## src/rtl/fetch_ctrl_if.sv

```systemverilog
// Instruction-memory request/ack channel between fetch control and IM.
// The master side drives the request and address; IM answers with ack.
interface fetch_ctrl_if #(
    parameter int PC_W = 16
);
    logic            req;
    logic [PC_W-1:0] addr;
    logic            ack;

    modport master (
        output req,
        output addr,
        input  ack
    );

    modport slave (
        input  req,
        input  addr,
        output ack
    );
endinterface

```

## src/rtl/fetch_ctrl.sv

```systemverilog
// Fetch-stage sequencer: next-PC arbitration, IM handshake with timeout,
// and IF/ID + ID/EX flush generation.
module fetch_ctrl #(
    parameter int              PC_W        = 16,
    parameter logic [PC_W-1:0] RESET_PC    = '0,
    parameter logic [PC_W-1:0] TRAP_VEC    = 'h0100,
    parameter int              INSTR_BYTES = 4,
    parameter int              TIMEOUT     = 15
) (
    input  logic            clk_i,
    input  logic            rst_ni,
    input  logic [PC_W-1:0] pc_cur_i,
    input  logic            load_use_hazard_i,
    input  logic            branch_taken_i,
    input  logic [PC_W-1:0] branch_target_i,
    input  logic            trap_req_i,
    fetch_ctrl_if.master    im,
    output logic [PC_W-1:0] pc_next_o,
    output logic            pc_hold_o,
    output logic            if_valid_o,
    output logic            if_id_flush_o,
    output logic            id_ex_flush_o,
    output logic            fetch_err_o,
    output logic [1:0]      state_dbg_o
);

    typedef enum logic [1:0] {
        BOOT  = 2'd0,
        FETCH = 2'd1,
        DRAIN = 2'd2
    } state_t;

    localparam logic [3:0]      TO_CNT = 4'(TIMEOUT);
    localparam logic [PC_W-1:0] INCR   = PC_W'(INSTR_BYTES);

    state_t          state_q, state_d;
    logic [3:0]      cnt_q, cnt_d;
    logic [PC_W-1:0] redir_q, redir_d;
    logic            first_q, first_d;
    logic            req;
    logic            flush;
    logic            tmo;

    assign im.req        = req;
    assign im.addr       = pc_cur_i;
    assign if_id_flush_o = flush;
    assign id_ex_flush_o = flush;
    assign state_dbg_o   = state_q;
    assign tmo           = (cnt_q == TO_CNT) && !im.ack;

    // State, wait counter, pending redirect target and first-cycle flag.
    always_ff @(posedge clk_i or negedge rst_ni) begin
        if (!rst_ni) begin
            state_q <= BOOT;
            cnt_q   <= '0;
            redir_q <= '0;
            first_q <= 1'b0;
        end else begin
            state_q <= state_d;
            cnt_q   <= cnt_d;
            redir_q <= redir_d;
            first_q <= first_d;
        end
    end

    // Next-PC priority: trap > timeout > redirect > load-use > sequential.
    always_comb begin
        state_d     = state_q;
        cnt_d       = cnt_q;
        redir_d     = redir_q;
        first_d     = 1'b0;
        req         = 1'b0;
        flush       = 1'b0;
        pc_hold_o   = 1'b1;
        pc_next_o   = pc_cur_i;
        if_valid_o  = 1'b0;
        fetch_err_o = 1'b0;
        unique case (state_q)
            BOOT: begin
                pc_next_o = RESET_PC;
                pc_hold_o = !rst_ni;
                first_d   = 1'b1;
                state_d   = FETCH;
            end
            FETCH: begin
                req = !(tmo && !trap_req_i);
                if (trap_req_i) begin
                    pc_next_o = TRAP_VEC;
                    pc_hold_o = 1'b0;
                    flush     = 1'b1;
                    cnt_d     = '0;
                end else if (tmo) begin
                    fetch_err_o = 1'b1;
                    pc_next_o   = TRAP_VEC;
                    pc_hold_o   = 1'b0;
                    flush       = 1'b1;
                    cnt_d       = '0;
                end else if (branch_taken_i && (im.ack || first_q)) begin
                    pc_next_o = branch_target_i;
                    pc_hold_o = 1'b0;
                    flush     = 1'b1;
                    cnt_d     = '0;
                end else if (branch_taken_i) begin
                    redir_d = branch_target_i;
                    flush   = 1'b1;
                    cnt_d   = '0;
                    state_d = DRAIN;
                end else if (load_use_hazard_i) begin
                    cnt_d = im.ack ? '0 : cnt_q + 4'd1;
                end else if (im.ack) begin
                    if_valid_o = 1'b1;
                    pc_hold_o  = 1'b0;
                    pc_next_o  = pc_cur_i + INCR;
                    cnt_d      = '0;
                end else begin
                    cnt_d = cnt_q + 4'd1;
                end
            end
            DRAIN: begin
                req = !(tmo && !trap_req_i);
                if (trap_req_i) begin
                    pc_next_o = TRAP_VEC;
                    pc_hold_o = 1'b0;
                    flush     = 1'b1;
                    cnt_d     = '0;
                    state_d   = FETCH;
                end else if (tmo) begin
                    fetch_err_o = 1'b1;
                    pc_next_o   = TRAP_VEC;
                    pc_hold_o   = 1'b0;
                    flush       = 1'b1;
                    cnt_d       = '0;
                    state_d     = FETCH;
                end else if (im.ack) begin
                    pc_next_o = branch_taken_i ? branch_target_i : redir_q;
                    flush     = branch_taken_i;
                    pc_hold_o = 1'b0;
                    cnt_d     = '0;
                    state_d   = FETCH;
                end else begin
                    if (branch_taken_i) begin
                        redir_d = branch_target_i;
                        flush   = 1'b1;
                    end
                    cnt_d = cnt_q + 4'd1;
                end
            end
            default: begin
                state_d = BOOT;
            end
        endcase
    end

endmodule

```

## src/flat_wrapper.sv

```systemverilog
// flat-port wrapper written by rule: the top's interface ports become plain ports
module fetch_ctrl_flat 
#(
    parameter int              PC_W        = 16,
    parameter logic [PC_W-1:0] RESET_PC    = '0,
    parameter logic [PC_W-1:0] TRAP_VEC    = 'h0100,
    parameter int              INSTR_BYTES = 4,
    parameter int              TIMEOUT     = 15
)
  (clk_i, rst_ni, pc_cur_i, load_use_hazard_i, branch_taken_i, branch_target_i, trap_req_i, pc_next_o, pc_hold_o, if_valid_o, if_id_flush_o, id_ex_flush_o, fetch_err_o, state_dbg_o, im_req, im_addr, im_ack);
  fetch_ctrl_if #(.PC_W(PC_W)) im_i ();
  input  logic clk_i;
  input  logic rst_ni;
  input  logic [PC_W-1:0] pc_cur_i;
  input  logic load_use_hazard_i;
  input  logic branch_taken_i;
  input  logic [PC_W-1:0] branch_target_i;
  input  logic trap_req_i;
  output logic [PC_W-1:0] pc_next_o;
  output logic pc_hold_o;
  output logic if_valid_o;
  output logic if_id_flush_o;
  output logic id_ex_flush_o;
  output logic fetch_err_o;
  output logic [1:0] state_dbg_o;
  output wire logic [$bits(im_i.req)-1:0] im_req;
  output wire logic [$bits(im_i.addr)-1:0] im_addr;
  input wire logic [$bits(im_i.ack)-1:0] im_ack;
  assign im_req = im_i.req;
  assign im_addr = im_i.addr;
  assign im_i.ack = im_ack;
  fetch_ctrl #(.PC_W(PC_W), .RESET_PC(RESET_PC), .TRAP_VEC(TRAP_VEC), .INSTR_BYTES(INSTR_BYTES), .TIMEOUT(TIMEOUT)) u_core (.clk_i(clk_i), .rst_ni(rst_ni), .pc_cur_i(pc_cur_i), .load_use_hazard_i(load_use_hazard_i), .branch_taken_i(branch_taken_i), .branch_target_i(branch_target_i), .trap_req_i(trap_req_i), .im(im_i), .pc_next_o(pc_next_o), .pc_hold_o(pc_hold_o), .if_valid_o(if_valid_o), .if_id_flush_o(if_id_flush_o), .id_ex_flush_o(id_ex_flush_o), .fetch_err_o(fetch_err_o), .state_dbg_o(state_dbg_o));
endmodule
```

## config.mk

```make
export PLATFORM = sky130hd
export DESIGN_NAME = fetch_ctrl_flat
export DESIGN_NICKNAME = d
export VERILOG_FILES = /design/src/rtl/fetch_ctrl_if.sv /design/src/rtl/fetch_ctrl.sv /design/src/flat_wrapper.sv
export SDC_FILE = /design/constraint.sdc
export NUM_CORES = 1
export LEC_CHECK = 0
export ABC_AREA = 0
export BUFFER_PORTS_ARGS = -buffer_cell sky130_fd_sc_hd__buf_2
export CAP_MARGIN = 20
export CORE_ASPECT_RATIO = 0.7
export CORE_MARGIN = 3
export CORE_UTILIZATION = 45
export CTS_BUF_LIST = sky130_fd_sc_hd__clkbuf_4
export DETAILED_ROUTE_END_ITERATION = 12
export PLACE_DENSITY = 0.81
export SLEW_MARGIN = 20
export SYNTH_ARGS = -nofsm -noshare
export SYNTH_HDL_FRONTEND = slang
export SYNTH_SLANG_ARGS = --single-unit
```

## constraint.sdc

```tcl
create_clock -name clk_i -period 2.1 [get_ports clk_i]
set_input_delay 0.42 -clock clk_i [delete_from_list [all_inputs] [get_ports clk_i]]
set_output_delay 0.42 -clock clk_i [all_outputs]
set_load 0.01 [all_outputs]
```

==> results.json <==
{
  "status": "complete, but fails checks",
  "violations": "negative setup slack",
  "drv_cap": 0,
  "fin_skew_ns": 0.00274,
  "power_frac_comb_pct": 67.5,
  "wl_per_cell_um": 18.7,
  "cts_sinks": 23,
  "syn_inst": 259,
  "p_seq_share_pct": 24.8,
  "hold_viol": 0,
  "max-vdd-ir-drop_uv": 470,
  "wirelength_um": 8180,
  "synth_compound_area_share_pct": 23.3,
  "syn_area_um2": 2230,
  "setup_viol": 31,
  "crit_fanout": 3,
  "cts_inserted_buffers": 3,
  "ys.flop_type": "dfrtp_1",
  "setup_ws_ns": -0.462,
  "synth_top_family_by_area": "compound AO/OA/AOI/OAI gates",
  "grt_pass1_wl_um": 12100,
  "grt_pass1_vias": 2488,
  "synth_edf_count": 0,
  "grt_antenna_before_repair": 0,
  "hp-class": "in2async",
  "post-dp-hpwl_um": 5710,
  "grt_use_met2_pct": 42.6,
  "cellLeakagePower_uw": 0.00161,
  "timing.slew.headroom_pct": 70.0,
  "syn_nets": 303,
  "arrival_ns": 2.14,
  "power.internal_uw": 1850,
  "max_freq_ghz": 0.390,
  "yosysSeqAreaShare_pct": 25.8,
  "synth-seq-cells": 23,
  "setup_tns_ns": -7.43,
  "crit_required_ns": 1.68,
  "worstSkewPairLatency_ns": 0.32,
  "path_clk_slew_ns": 0.14,
  "die_h_um": 64.9,
  "n_fill_cell": 329,
  "synth-simple-area-share_pct": 20.0,
  "grt_max_degree": 24,
  "placementRows": 20,
  "nNetsFinal": 416,
  "place_ws_ns": -0.296,
  "min_period_ns": 2.56,
  "p_per_area_nw_per_um2": 929,
  "die_w_um": 90.1,
  "cts_buffer_depth": 2,
  "ys_types": 61,
  "worst_pin_slew_ns": 0.448,
  "grtUsageTotal_pct": 25.8,
  "start_kind": "register",
  "core_um2": 4550,
  "via_count": 2602,
  "path_class": "reg2out",
  "finalCritPeriodShare_pct": 122,
  "drt_iter0_drc": 198,
  "die_area_um2": 5850,
  "drv_slew": 0,
  "power_switching_uw": 1280,
  "postRouteAntennaNets": 0,
  "drive_above_1_share_pct": 58.2,
  "power_frac_clock_pct": 7.7,
  "cts.root.buffer_cell": "clkbuf_4",
  "dpl_cell_area_um2": 2930,
  "rsz0062_at_grt": "yes",
  "firstDrtPassIters": 7,
  "dp.cells": 425,
  "grt_overflow": 0,
  "synth.area.mux_share_pct": 15.7,
  "grt.met3_usage_pct": 4.52,
  "top_usage_layer": "met2",
  "viasPerCell": 5.95,
  "cts_tree": "yes",
  "cp-end-kind": "primary output",
  "synthAdderAreaFrac_pct": 3.37,
  "async_flop_share_pct": 100,
  "use_met1_pct": 34.5,
  "port_buffers": 77,
  "antenna_cells": 0,
  "initial_core_util_pct": 49.0,
  "io_pins": 78,
  "syn_area_per_cell_um2": 8.61,
  "finish.instance_area_um2": 3370,
  "synthXorXnorAreaFrac_pct": 2.36,
  "ys_warn_count": 0,
  "syn_to_final_growth_pct": 51.1,
  "final_cells": 437,
  "cts_max_level": 1,
  "p_sw_share_pct": 40.8,
  "drc": 0,
  "whs_ns": 0.0670,
  "place_congestion": 0.910
}
stage by stage:
stage	total power [uW]	utilization (%)
floorplan	1690	-
global placement	2270	64.3
detailed placement	2330	64.3
CTS	2800	69.8
global route	3330	74.0
finish	3130	74.0
sequential cells by signal (all words and copies together) (netlist names):
signal              cells
u_core.redir_q         16
u_core.cnt_q            4
u_core.state_dbg_o      2
u_core.first_q          1
placed cells by master (no fill, tap or decap), drive strengths merged, types with 3 or more instances in the layout:
master / n
nor3: 3
inv: 8
nor2b: 3
nand3: 7
nand4: 4
o21ai: 14
o21a: 4
a21oi: 8
and2: 3
nand2: 20
nor2: 19
clkbuf: 4
mux2i: 8
o31ai: 3
mux2: 24
ha: 6
buf: 138
a22oi: 4
a211oi: 8
xor2: 4
dfrtp: 23
and3: 8
a221o: 7
path summary, 6_finish.rpt:
path | startpoint | endpoint | slack (ns) | depth (start not counted)
max | u_core.cnt_q[0]$_DFFE_PN0P_ | pc_next_o[15] | -0.46 | 8
min | rst_ni | u_core.first_q$_DFF_PN0_ | 0.07 | 2
max reg2reg | u_core.cnt_q[0]$_DFFE_PN0P_ | u_core.redir_q[13]$_DFFE_PN0P_ | -0.06 | 8
min reg2reg | u_core.redir_q[13]$_DFFE_PN0P_ | u_core.redir_q[13]$_DFFE_PN0P_ | 0.52 | 1
max in group asynchronous | rst_ni | u_core.state_dbg_o[1]$_DFFE_PN0P_ | 1.78 | 2
min in group clk_i | branch_target_i[13] | u_core.redir_q[13]$_DFFE_PN0P_ | 0.33 | 2
cells in the mapped netlist (8+ instances only):
master / n / share of area (%)
nor2_1: 19 / 3.2
mux2i_1: 8 / 3.6
buf_4: 17 / 5.7
o21ai_0: 11 / 2.5
mux2_1: 10 / 5.1
nand2_1: 20 / 3.4
mux2_2: 14 / 7.1
a21oi_1: 8 / 1.8
inv_1: 8 / 1.3
dfrtp_1: 23 / 26
a211oi_1: 8 / 2.7
layer usage:
metal / share of wire [%] / routed length, um
met5: 0 / 0
met4: 2.4 / 199
met3: 9.8 / 805
met2: 45 / 3700
met1: 42 / 3470
what timing repair did:
action / 4_1_cts / 5_1_grt
gates cloned: 0 / 1
buffers inserted: 5 / 3
hold buffers: 0 / 0
gates resized for setup: 42 / 33
pin swaps: 17 / 17
setup endpoints to repair: 38 / 36
area by class of cell:
type                    count  area [um2]  area share (%)
multi-input cells         198        1760            52.2
repair buffers            138         891            26.4
clock buffers               4        30.0           0.892
inverters                   8        30.0           0.892
well taps                  66        82.6            2.45
flip-flops and latches     23         578            17.2
critical path, stage by stage, from the launching register on:
cell and delay, ns:
dfrtp_1 0.44, ha_4 0.18, a311oi_1 0.33, buf_4 0.19, and2_1 0.18, nor2_1 0.10
nand4_1 0.12, o211a_1 0.17, buf_6 0.10
kinds of logic after synthesis:
group	Yosys count
multiplexers	32
buffers and inverters	38
AND/OR/NAND/NOR	83
XOR/XNOR	6
flip-flops	23
adder cells (fa/ha/maj)	6
AO/OA/AOI/OAI	71
power by group through the flow:
stage / logic [uW] / registers, uW / clock network (uW)
floorplan: 957 / 737 / 0
global placement: 1520 / 749 / 0
detailed placement: 1570 / 764 / 0
CTS: 1790 / 762 / 248
global route: 2250 / 804 / 271
finish: 2110 / 775 / 242
Note: power is estimated with default switching activity, not from simulation.
